## config.mk

```make
export PLATFORM = sky130hd
export DESIGN_NAME = ruby_l1d_req_arb
export DESIGN_NICKNAME = d
export VERILOG_FILES = /design/src/rtl/ruby_l1d_req_arb.sv
export SDC_FILE = /design/constraint.sdc
export NUM_CORES = 1
export LEC_CHECK = 0
export CORE_AREA = 2 2 326 328
export CTS_CLUSTER_DIAMETER = 50
export CTS_CLUSTER_SIZE = 30
export DETAILED_ROUTE_END_ITERATION = 6
export DIE_AREA = 0 0 328 330
export PLACE_DENSITY_LB_ADDON = 0.12
export REMOVE_ABC_BUFFERS = 1
export SLEW_MARGIN = 20
export SYNTH_ARGS = -nofsm -noshare
export SYNTH_HDL_FRONTEND = slang
export SYNTH_SLANG_ARGS = --single-unit
export TNS_END_PERCENT = 50
```

## constraint.sdc

```tcl
create_clock -name clk -period 5.6 [get_ports clk]
set_clock_uncertainty 0.1 [all_clocks]
set_input_delay 1.12 -clock clk [delete_from_list [all_inputs] [get_ports clk]]
set_output_delay 1.12 -clock clk [all_outputs]
set_load 0.02 [all_outputs]
```

## src/rtl/ruby_l1d_req_arb.sv

```systemverilog
// ruby_l1d_req_arb
//   Shares one ruby L1D request port among NUM_REQ LSU-side requesters
//   (load pipe, store buffer, PTW). Round-robin arbitration with a
//   per-requester outstanding-request limit. The requester index is
//   prefixed onto the outgoing tag, and returning responses are demuxed
//   by that prefix. drain_i blocks new grants for fence/sfence.
//
// Ports
//   clk, rst_n           clock, asynchronous active-low reset
//   req_valid_i/ready_o  per-requester handshake (ready_o is the grant)
//   req_tag_i            per-requester local tag, packed NUM_REQ*TAG_W
//   req_payload_i        per-requester payload, packed NUM_REQ*PAYLOAD_W
//   req_lock_i           per-requester grant hold (lock build only)
//   l1d_req_*            registered request to the L1D, tag = {idx, tag}
//   l1d_rsp_*            L1D response, no backpressure
//   rsp_valid_o          demuxed response valid, one bit per requester
//   rsp_tag_o/payload_o  shared response tag/payload bus
//   drain_i              block new grants
//   drain_done_o         drain_i & all counters zero & output reg empty
//   err_o                sticky: response to a bad index or to an idle counter
//
// Configuration
//   RUBY_L1D_ARB_LOCK_EN  when defined, granting i with req_lock_i[i]=1 makes
//                         only i eligible until a grant to i with
//                         req_lock_i[i]=0. Otherwise req_lock_i is ignored.
module ruby_l1d_req_arb #(
  parameter int unsigned NUM_REQ   = 3,
  parameter int unsigned TAG_W     = 4,
  parameter int unsigned PAYLOAD_W = 160,
  parameter int unsigned RSP_W     = 72,
  parameter int unsigned MAX_OUTST = 4,
  localparam int unsigned IDX_W    = $clog2(NUM_REQ),
  localparam int unsigned CNT_W    = $clog2(MAX_OUTST + 1)
) (
  input  logic                           clk,
  input  logic                           rst_n,
  input  logic [NUM_REQ-1:0]             req_valid_i,
  output logic [NUM_REQ-1:0]             req_ready_o,
  input  logic [NUM_REQ*TAG_W-1:0]       req_tag_i,
  input  logic [NUM_REQ*PAYLOAD_W-1:0]   req_payload_i,
  input  logic [NUM_REQ-1:0]             req_lock_i,
  output logic                           l1d_req_valid_o,
  input  logic                           l1d_req_ready_i,
  output logic [IDX_W+TAG_W-1:0]         l1d_req_tag_o,
  output logic [PAYLOAD_W-1:0]           l1d_req_payload_o,
  input  logic                           l1d_rsp_valid_i,
  input  logic [IDX_W+TAG_W-1:0]         l1d_rsp_tag_i,
  input  logic [RSP_W-1:0]               l1d_rsp_payload_i,
  output logic [NUM_REQ-1:0]             rsp_valid_o,
  output logic [TAG_W-1:0]               rsp_tag_o,
  output logic [RSP_W-1:0]               rsp_payload_o,
  input  logic                           drain_i,
  output logic                           drain_done_o,
  output logic                           err_o
);

  logic [IDX_W-1:0]           r_rr;
  logic [CNT_W-1:0]           r_cnt [NUM_REQ];
  logic                       r_out_valid;
  logic [IDX_W+TAG_W-1:0]     r_out_tag;
  logic [PAYLOAD_W-1:0]       r_out_payload;
  logic                       r_err;

  logic [NUM_REQ-1:0]         w_lock_ok;
  logic [NUM_REQ-1:0]         w_elig;
  logic                       w_load;
  logic                       w_found;
  logic                       w_grant;
  logic [IDX_W-1:0]           w_winner;
  int unsigned                w_rr_u;
  int unsigned                w_cand;
  logic [TAG_W-1:0]           w_sel_tag;
  logic [PAYLOAD_W-1:0]       w_sel_payload;
  logic [IDX_W-1:0]           w_rsp_idx;
  logic                       w_rsp_idx_ok;
  logic                       w_rsp_cnt_zero;
  logic                       w_all_zero;

`ifdef RUBY_L1D_ARB_LOCK_EN
  logic                       r_lock_act;
  logic [IDX_W-1:0]           r_lock_idx;

  always_comb begin
    for (int unsigned i = 0; i < NUM_REQ; i++)
      w_lock_ok[i] = ~r_lock_act | (r_lock_idx == IDX_W'(i));
  end
`else
  logic                       w_unused_lock;
  assign w_unused_lock = ^req_lock_i;
  assign w_lock_ok     = '1;
`endif

  // The output register may take a new request when empty or draining this cycle.
  assign w_load = ~r_out_valid | l1d_req_ready_i;
  assign w_rr_u = 32'(r_rr);

  always_comb begin
    for (int unsigned i = 0; i < NUM_REQ; i++)
      w_elig[i] = req_valid_i[i] & (r_cnt[i] < CNT_W'(MAX_OUTST)) & ~drain_i & w_lock_ok[i];
  end

  // First eligible requester at or after the round-robin pointer.
  always_comb begin
    w_found  = 1'b0;
    w_winner = '0;
    w_cand   = 0;
    for (int unsigned k = 0; k < NUM_REQ; k++) begin
      w_cand = (w_rr_u + k) % NUM_REQ;
      if (!w_found && w_elig[IDX_W'(w_cand)]) begin
        w_found  = 1'b1;
        w_winner = IDX_W'(w_cand);
      end
    end
  end

  assign w_grant = w_load & w_found;

  always_comb begin
    req_ready_o   = '0;
    w_sel_tag     = '0;
    w_sel_payload = '0;
    for (int unsigned i = 0; i < NUM_REQ; i++) begin
      req_ready_o[i] = w_grant & (w_winner == IDX_W'(i));
      if (w_winner == IDX_W'(i)) begin
        w_sel_tag     = req_tag_i[i*TAG_W +: TAG_W];
        w_sel_payload = req_payload_i[i*PAYLOAD_W +: PAYLOAD_W];
      end
    end
  end

  assign w_rsp_idx    = l1d_rsp_tag_i[TAG_W +: IDX_W];
  assign w_rsp_idx_ok = 32'(w_rsp_idx) < NUM_REQ;

  always_comb begin
    rsp_valid_o    = '0;
    w_rsp_cnt_zero = 1'b0;
    w_all_zero     = 1'b1;
    for (int unsigned i = 0; i < NUM_REQ; i++) begin
      rsp_valid_o[i] = l1d_rsp_valid_i & w_rsp_idx_ok & (w_rsp_idx == IDX_W'(i));
      if ((w_rsp_idx == IDX_W'(i)) && (r_cnt[i] == '0))
        w_rsp_cnt_zero = 1'b1;
      if (r_cnt[i] != '0)
        w_all_zero = 1'b0;
    end
  end

  assign rsp_tag_o         = l1d_rsp_tag_i[TAG_W-1:0];
  assign rsp_payload_o     = l1d_rsp_payload_i;
  assign l1d_req_valid_o   = r_out_valid;
  assign l1d_req_tag_o     = r_out_tag;
  assign l1d_req_payload_o = r_out_payload;
  assign err_o             = r_err;
  // Uses the registered counters: done follows the edge that retires the last response.
  assign drain_done_o      = drain_i & w_all_zero & ~r_out_valid;

  always_ff @(posedge clk or negedge rst_n) begin
    if (!rst_n) begin
      r_rr          <= '0;
      r_out_valid   <= 1'b0;
      r_out_tag     <= '0;
      r_out_payload <= '0;
      r_err         <= 1'b0;
      for (int unsigned i = 0; i < NUM_REQ; i++)
        r_cnt[i] <= '0;
    end else begin
      if (w_load) begin
        r_out_valid <= w_found;
        if (w_found) begin
          r_out_tag     <= {w_winner, w_sel_tag};
          r_out_payload <= w_sel_payload;
          r_rr          <= (w_winner == IDX_W'(NUM_REQ - 1)) ? '0 : w_winner + 1'b1;
        end
      end
      // Grant and response in the same cycle cancel; a response to an idle counter leaves it at 0.
      for (int unsigned i = 0; i < NUM_REQ; i++) begin
        if (req_ready_o[i] && !rsp_valid_o[i] && (r_cnt[i] < CNT_W'(MAX_OUTST)))
          r_cnt[i] <= r_cnt[i] + 1'b1;
        else if (rsp_valid_o[i] && !req_ready_o[i] && (r_cnt[i] != '0))
          r_cnt[i] <= r_cnt[i] - 1'b1;
      end
      if (l1d_rsp_valid_i && (!w_rsp_idx_ok || w_rsp_cnt_zero))
        r_err <= 1'b1;
    end
  end

`ifdef RUBY_L1D_ARB_LOCK_EN
  always_ff @(posedge clk or negedge rst_n) begin
    if (!rst_n) begin
      r_lock_act <= 1'b0;
      r_lock_idx <= '0;
    end else if (w_grant) begin
      r_lock_act <= req_lock_i[w_winner];
      r_lock_idx <= w_winner;
    end
  end
`endif

endmodule

```

======== Yosys cells after proc, flatten, opt, wreduce, memory -nomap -nowiden ========
Cells that the tools add are included.
cells by class
  add/subtract/negate cells ............... 9
  $mul .................................... 0
  divide/modulo/power cells ............... 3
  order comparisons ....................... 7
  eq/ne operators ......................... 4
  shift operators ......................... 0
  muxes and demuxes ....................... 31
  bitwise logic cells ..................... 19
  reductions and logical operators ........ 40
operators with widths
  operator                                            count
  2-to-1 mux 160 bit                                  3
  modulo 32 x 2 -> 32 bit, second input constant      2
  modulo 2 x 2 -> 32 bit, second input constant       1
  logical AND 1 bit                                   18
  2-to-1 mux 3 bit                                    6
  AND 1 bit                                           16
  2-to-1 mux 1 bit                                    12
  2-to-1 mux 4 bit                                    3
  adder 3 x 1 -> 3 bit, second input constant         3
  logical NOT 1 bit                                   9
  logical NOT 3 bit                                   3
  < comparator 2 x 3 -> 1 bit, second input constant  3
  < comparator 3 bit, second input constant           3
  nonzero test 3 bit                                  3
  subtractor 3 x 1 -> 3 bit, second input constant    3
  2-to-1 mux 2 bit                                    4
  binary-select mux 1 bit (select 2 bit)              3
  nonzero test 2 bit                                  3
  == test 2 x 1 -> 1 bit, second input constant       2
  == test 2 bit, second input constant                2
  logical NOT 2 bit                                   2
  adder 2 x 1 -> 3 bit, second input constant         1
  adder 2 x 2 -> 3 bit, second input constant         1
  adder 2 x 1 -> 2 bit, second input constant         1
  other kinds (5)                                     6
word-level totals
  register bits ........................... 179
  bits in latches ......................... 0
  memory bits (writable) .................. 0
  ROM bits ................................ 0
  input port bits ......................... 581
  output and inout bits ................... 251
  memories ................................ 0

======== Depth between registers and ports, before layout ========
Gate-level depths: netlist of run 1.
  depth in word-level cells ............... 19
  gate-level depth with buffers ........... 14

======== Worst setup path after synthesis of run 1 ========
No wires, ideal clock.
  path kind ............................... input to output
  start point ............................. in drain_i
  end point ............................... out req_ready_o[1]
  arrival time ............................ 3.002 ns
  setup slack ............................. 1.378 ns
  stages on the path ...................... 8
  path buffers ............................ 4
  cell sequence ........................... buf_4 > or4b_4 > o21a_1 > a31o_1 > clkbuf_1 > buf_2 > buf_2 > nor2_1
on the way
  word-level cells in the longest chain between the ends .. 13
  elaborated cells between the ends (all ways) .. 23
ends and longest elaborated chain
  item                                                         RTL line  source
  start, declared                                              52        input logic drain_i,
  NOT 1 bit (*)                                                99        w_elig[i] = req_valid_i[i] & (r_cnt[i] < CNT_W'(MAX_OUTST)) & ~drain_i & w_lock_ok[i];
  AND 1 bit                                                    99
  binary-select mux 1 bit (select 2 bit)                       109       if (!w_found && w_elig[IDX_W'(w_cand)]) begin
  2-to-1 mux 1 bit (implied by the code)                       109
  2-to-1 mux 1 bit                                             109
  logical NOT 1 bit                                            109
  logical AND 1 bit                                            109
  2-to-1 mux 1 bit                                             109
  logical NOT 1 bit                                            109
  logical AND 1 bit                                            109
  2-to-1 mux 2 bit / 2-to-1 mux 1 bit (equally long branches)  109
  == test 2 x 1 -> 1 bit / AND 1 bit (equally long branches)   123, 116
  AND 1 bit (*)                                                123       req_ready_o[i] = w_grant & (w_winner == IDX_W'(i));
  end, declared                                                38        output logic [NUM_REQ-1:0] req_ready_o,
Mark *: on every way between the ends. The rest lies on a longest branch, timed or not. The select of a mux whose other input is x is not followed.

======== Final worst setup path of run 1 ========
Ends and elaborated chain as after synthesis.

==> impl_metrics.yaml, run 1 <==
outcome:
  status: "finished, final reports clean"
grt:
  grt_pass1_vias: 11700
  grt_max_degree: 123
  grt_usage_pct: 14.2
  antenna_found_initial: 9
  grt_overflow: 0
  grt_pass1_wl_mm: 104
sta:
  tightest_slew_ns: 0.818
  whs_ns: 0.370
  finalSetupViolations: 0
  timing.final.crit_share_pct: 94.4
  hold_viol_final: 0
  worst_slack_ns: 0.316
  max_slew_margin_pct: 45.4
  rsz0062_at_grt: "no"
  period_needed_ns: 5.28
  maxSlewViolCount: 0
  fmax_ghz: 0.189
worst_setup_path:
  cp_max_fo: 10
  reg2reg_slack_ns: 1.74
  required_ns: 4.38
  worst_setup_path_end_kind: "output port"
  critical_path_arrival_ns: 4.06
  startpoint_type: "input port"
  worstSetupPathType: "input port to output port"
clock_tree:
  clkTransAtPathRegs_ns: 0.08
  root_buffer: "clkbuf_16"
  insertion_delay_ns: 0.50
  cts-resized-gates: 0
  cts_setup_buffers: 0
  cts_hold_buf: 0
  cts_made_buffers: 17
  cts_tree: "built"
  cts.sink_count: 179
  clockBufferDepth: 2
  htree_levels: 4
power_and_ir_drop:
  finalPower_mw: 7.88
  leakagePower_nw: 6.82
  peakVddDrop_uv: 169
  powerDensity_nw_per_um2: 428
place:
  place_ws_ns: 0.271
  port_buffers: 676
  routabilityCongestion: 0.793
  hpwl_mm: 58.5
layout:
  fillers: 11700
  layout-drive-gt1-share_pct: 3.99
  fin_nets: 2254
  final_core_util_pct: 17.6
  area_growth_pct: 85.5
route:
  final_antenna_net_count: 0
  drt-initial-drc-count: 677
  drt-total-wl_mm: 79.1
  drc: 0
  vias: 11500
  wire_per_inst_um: 25.7
  firstDrtPassIters: 5
  viasPerCell: 3.73
synth:
  synth-seq-area-share_pct: 45.2
  synth_top_area_share_pct: 45.2
  netlist_instances: 1121
  syn_area_per_cell_um2: 8.84
  synth_area_um2: 9910
  ys_warn_count: 0
  synthArstFlopShare_pct: 100
  yosysTopAreaCell: "dfrtp_1"
  synthFlopType: "dfrtp_1"
  synth_area_leaders: "dfrtp_1 (45%), a221o_1 (12%), nand2_1 (11%)"
  synth_edf_count: 0
  synthDistinctLibCells: 51
  synth-seq-cells: 179
floorplan:
  num_rows: 119
  die_area_um2: 108000
  initial_core_util_pct: 9.47
  coreArea_um2: 105000
  die_y_um: 330
  die_w_um: 328
  pin_count: 832
hold_path:
  hold_path_class: "flip-flop to flip-flop"
job:
  max-cap-violations: 0
-- metrics by stage --
| stage | setup TNS, ns | cells | area, µm² |
|---|---|---|---|
| floorplan | -8.16 | 948 | 8900 |
| detailed placement | 0 | 3039 | 17800 |
| finish | 0 | 3077 | 18400 |
| global route | 0 | 3075 | 18400 |
| global placement | 0 | 3039 | 17800 |
| CTS | 0 | 3071 | 18400 |
-- synthesized netlist by cell type, types with 2 or more instances --
master and instances:
dfrtp_1 179, o21ai_1 33, a31oi_1 49, o21ai_2 2, o22ai_1 49, buf_2 49
buf_1 2, nand3_1 3, nand3b_1 4, nor3_1 5, ha_1 3, fa_1 3
inv_1 7, or3b_1 2, nor2b_1 3, nor2_1 21, buf_4 80, nand2_1 289
o21ai_0 25, mux2_1 2, mux2i_1 2, a21o_1 3, a221o_1 116, o21a_1 2
a211oi_1 2, nand2b_1 3, clkbuf_1 42, a21oi_1 118
-- worst max-delay path, stage by stage --
cell             delay (ns)
clkdlybuf4s50_1        0.60
or4b_1                 0.67
o31ai_2                0.50
a21oi_4                0.05
nor2_1                 0.28
buf_4                  0.19
clkdlybuf4s50_1        0.65
-- layout make-up --
type,count,area [µm²],share of cell area [%]
Sequential cell,179,4480,24.4
Timing Repair Buffer,700,7060,38.4
Multi-Input combinational cell,761,4440,24.1
Clock inverter,7,121,0.660
Inverter,8,32.5,0.177
Clock buffer,25,495,2.69
Antenna cell,6,15.0,0.0817
Tap cell,1391,1740,9.47
-- flip-flops by register name, summed over array words and instances, names as in the netlist --
register,cells
l1d_req_valid_o,1
l1d_req_tag_o,6
r_cnt,9
l1d_req_payload_o,160
r_rr,2
err_o,1
-- layout by cell type, fill, tap and decap left out, types with 2 or more instances in the layout --
cell,synthesis,layout
clkdlybuf4s50_1,0,675
nand2_1,289,289
dfrtp_1,179,179
a21oi_1,118,118
a221o_1,116,116
o22ai_1,49,49
a31oi_1,49,49
o21ai_1,33,33
o21ai_0,25,25
nor2_1,21,20
clkbuf_16,0,17
buf_4,80,15
buf_12,0,9
inv_1,7,7
diode_2,0,6
nor3_1,5,5
nand3b_1,4,4
clkbuf_8,0,4
clkbuf_1,42,4
nand2b_1,3,3
nor2b_1,3,3
nand3_1,3,3
fa_1,3,3
ha_1,3,3
bufinv_16,0,3
clkinv_4,0,3
or3b_1,2,2
a211oi_1,2,2
o21a_1,2,2
o21ai_4,0,2
a21o_1,3,2
mux2i_1,2,2
mux2_1,2,2
-- routing by layer --
layer  vias to the layer above  track usage [%]  wire [µm]
met3                        63             13.6      15200
met1                      5550             14.4      28600
met4                        20             3.36       1050
met2                       737             19.9      32900
li1                       5111                -          -
met5                         -             7.78       1250
-- power breakdown --
group	switching (mW)	internal [mW]
sequential	0.410	1.93
clock	0.659	0.753
combinational	2.05	2.07
total	3.12	4.76
-- worst paths after layout --
path | end | cells past startpoint | from
max | req_ready_o[1] | 7 | drain_i
max in group asynchronous | l1d_req_payload_o[81]$_DFFE_PN0P_ | 2 | rst_n
min reg2reg | err_o$_DFFE_PN0P_ | 1 | err_o$_DFFE_PN0P_
min | err_o$_DFFE_PN0P_ | 1 | err_o$_DFFE_PN0P_
min in group asynchronous | r_rr[1]$_DFFE_PN0P_ | 1 | rst_n
max reg2reg | r_cnt[8]$_DFFE_PN0P_ | 12 | r_rr[0]$_DFFE_PN0P_
-- cells by family (layout without fill, tap and decap cells) --
kind of cell	count (synthesis)	count (layout)	synth area share, %
DFF	179	179	45.2
buffers and inverters	181	740	10.5
AOI/OAI and AO/OA	408	408	28.6
muxes	4	4	0.429
other	0	6	0
and+or+nand+nor	342	342	14.2
adders and majority gates	6	6	0.985
xor gates and xnor gates	1	1	0.0884
Power figures use the tool's default switching activity.
==> run 2: changes to the inputs <==
--- a/config.mk
+++ b/config.mk
@@ -12,6 +12,7 @@
 export DIE_AREA = 0 0 328 330
 export PLACE_DENSITY_LB_ADDON = 0.12
 export REMOVE_ABC_BUFFERS = 1
+export SKIP_CTS_REPAIR_TIMING = 1
 export SLEW_MARGIN = 20
 export SYNTH_ARGS = -nofsm -noshare
 export SYNTH_HDL_FRONTEND = slang
==> results of run 2 <==
Same layout as run 1: the final DEF is identical, and so are final timing and power.
==> run 3: changes to the inputs <==
--- a/config.mk
+++ b/config.mk
@@ -13,6 +13,7 @@
 export PLACE_DENSITY_LB_ADDON = 0.12
 export REMOVE_ABC_BUFFERS = 1
 export SKIP_CTS_REPAIR_TIMING = 1
+export SKIP_LAST_GASP = 1
 export SLEW_MARGIN = 20
 export SYNTH_ARGS = -nofsm -noshare
 export SYNTH_HDL_FRONTEND = slang
==> results of run 3 <==
Same layout as run 1: the final DEF is identical, and so are final timing and power.
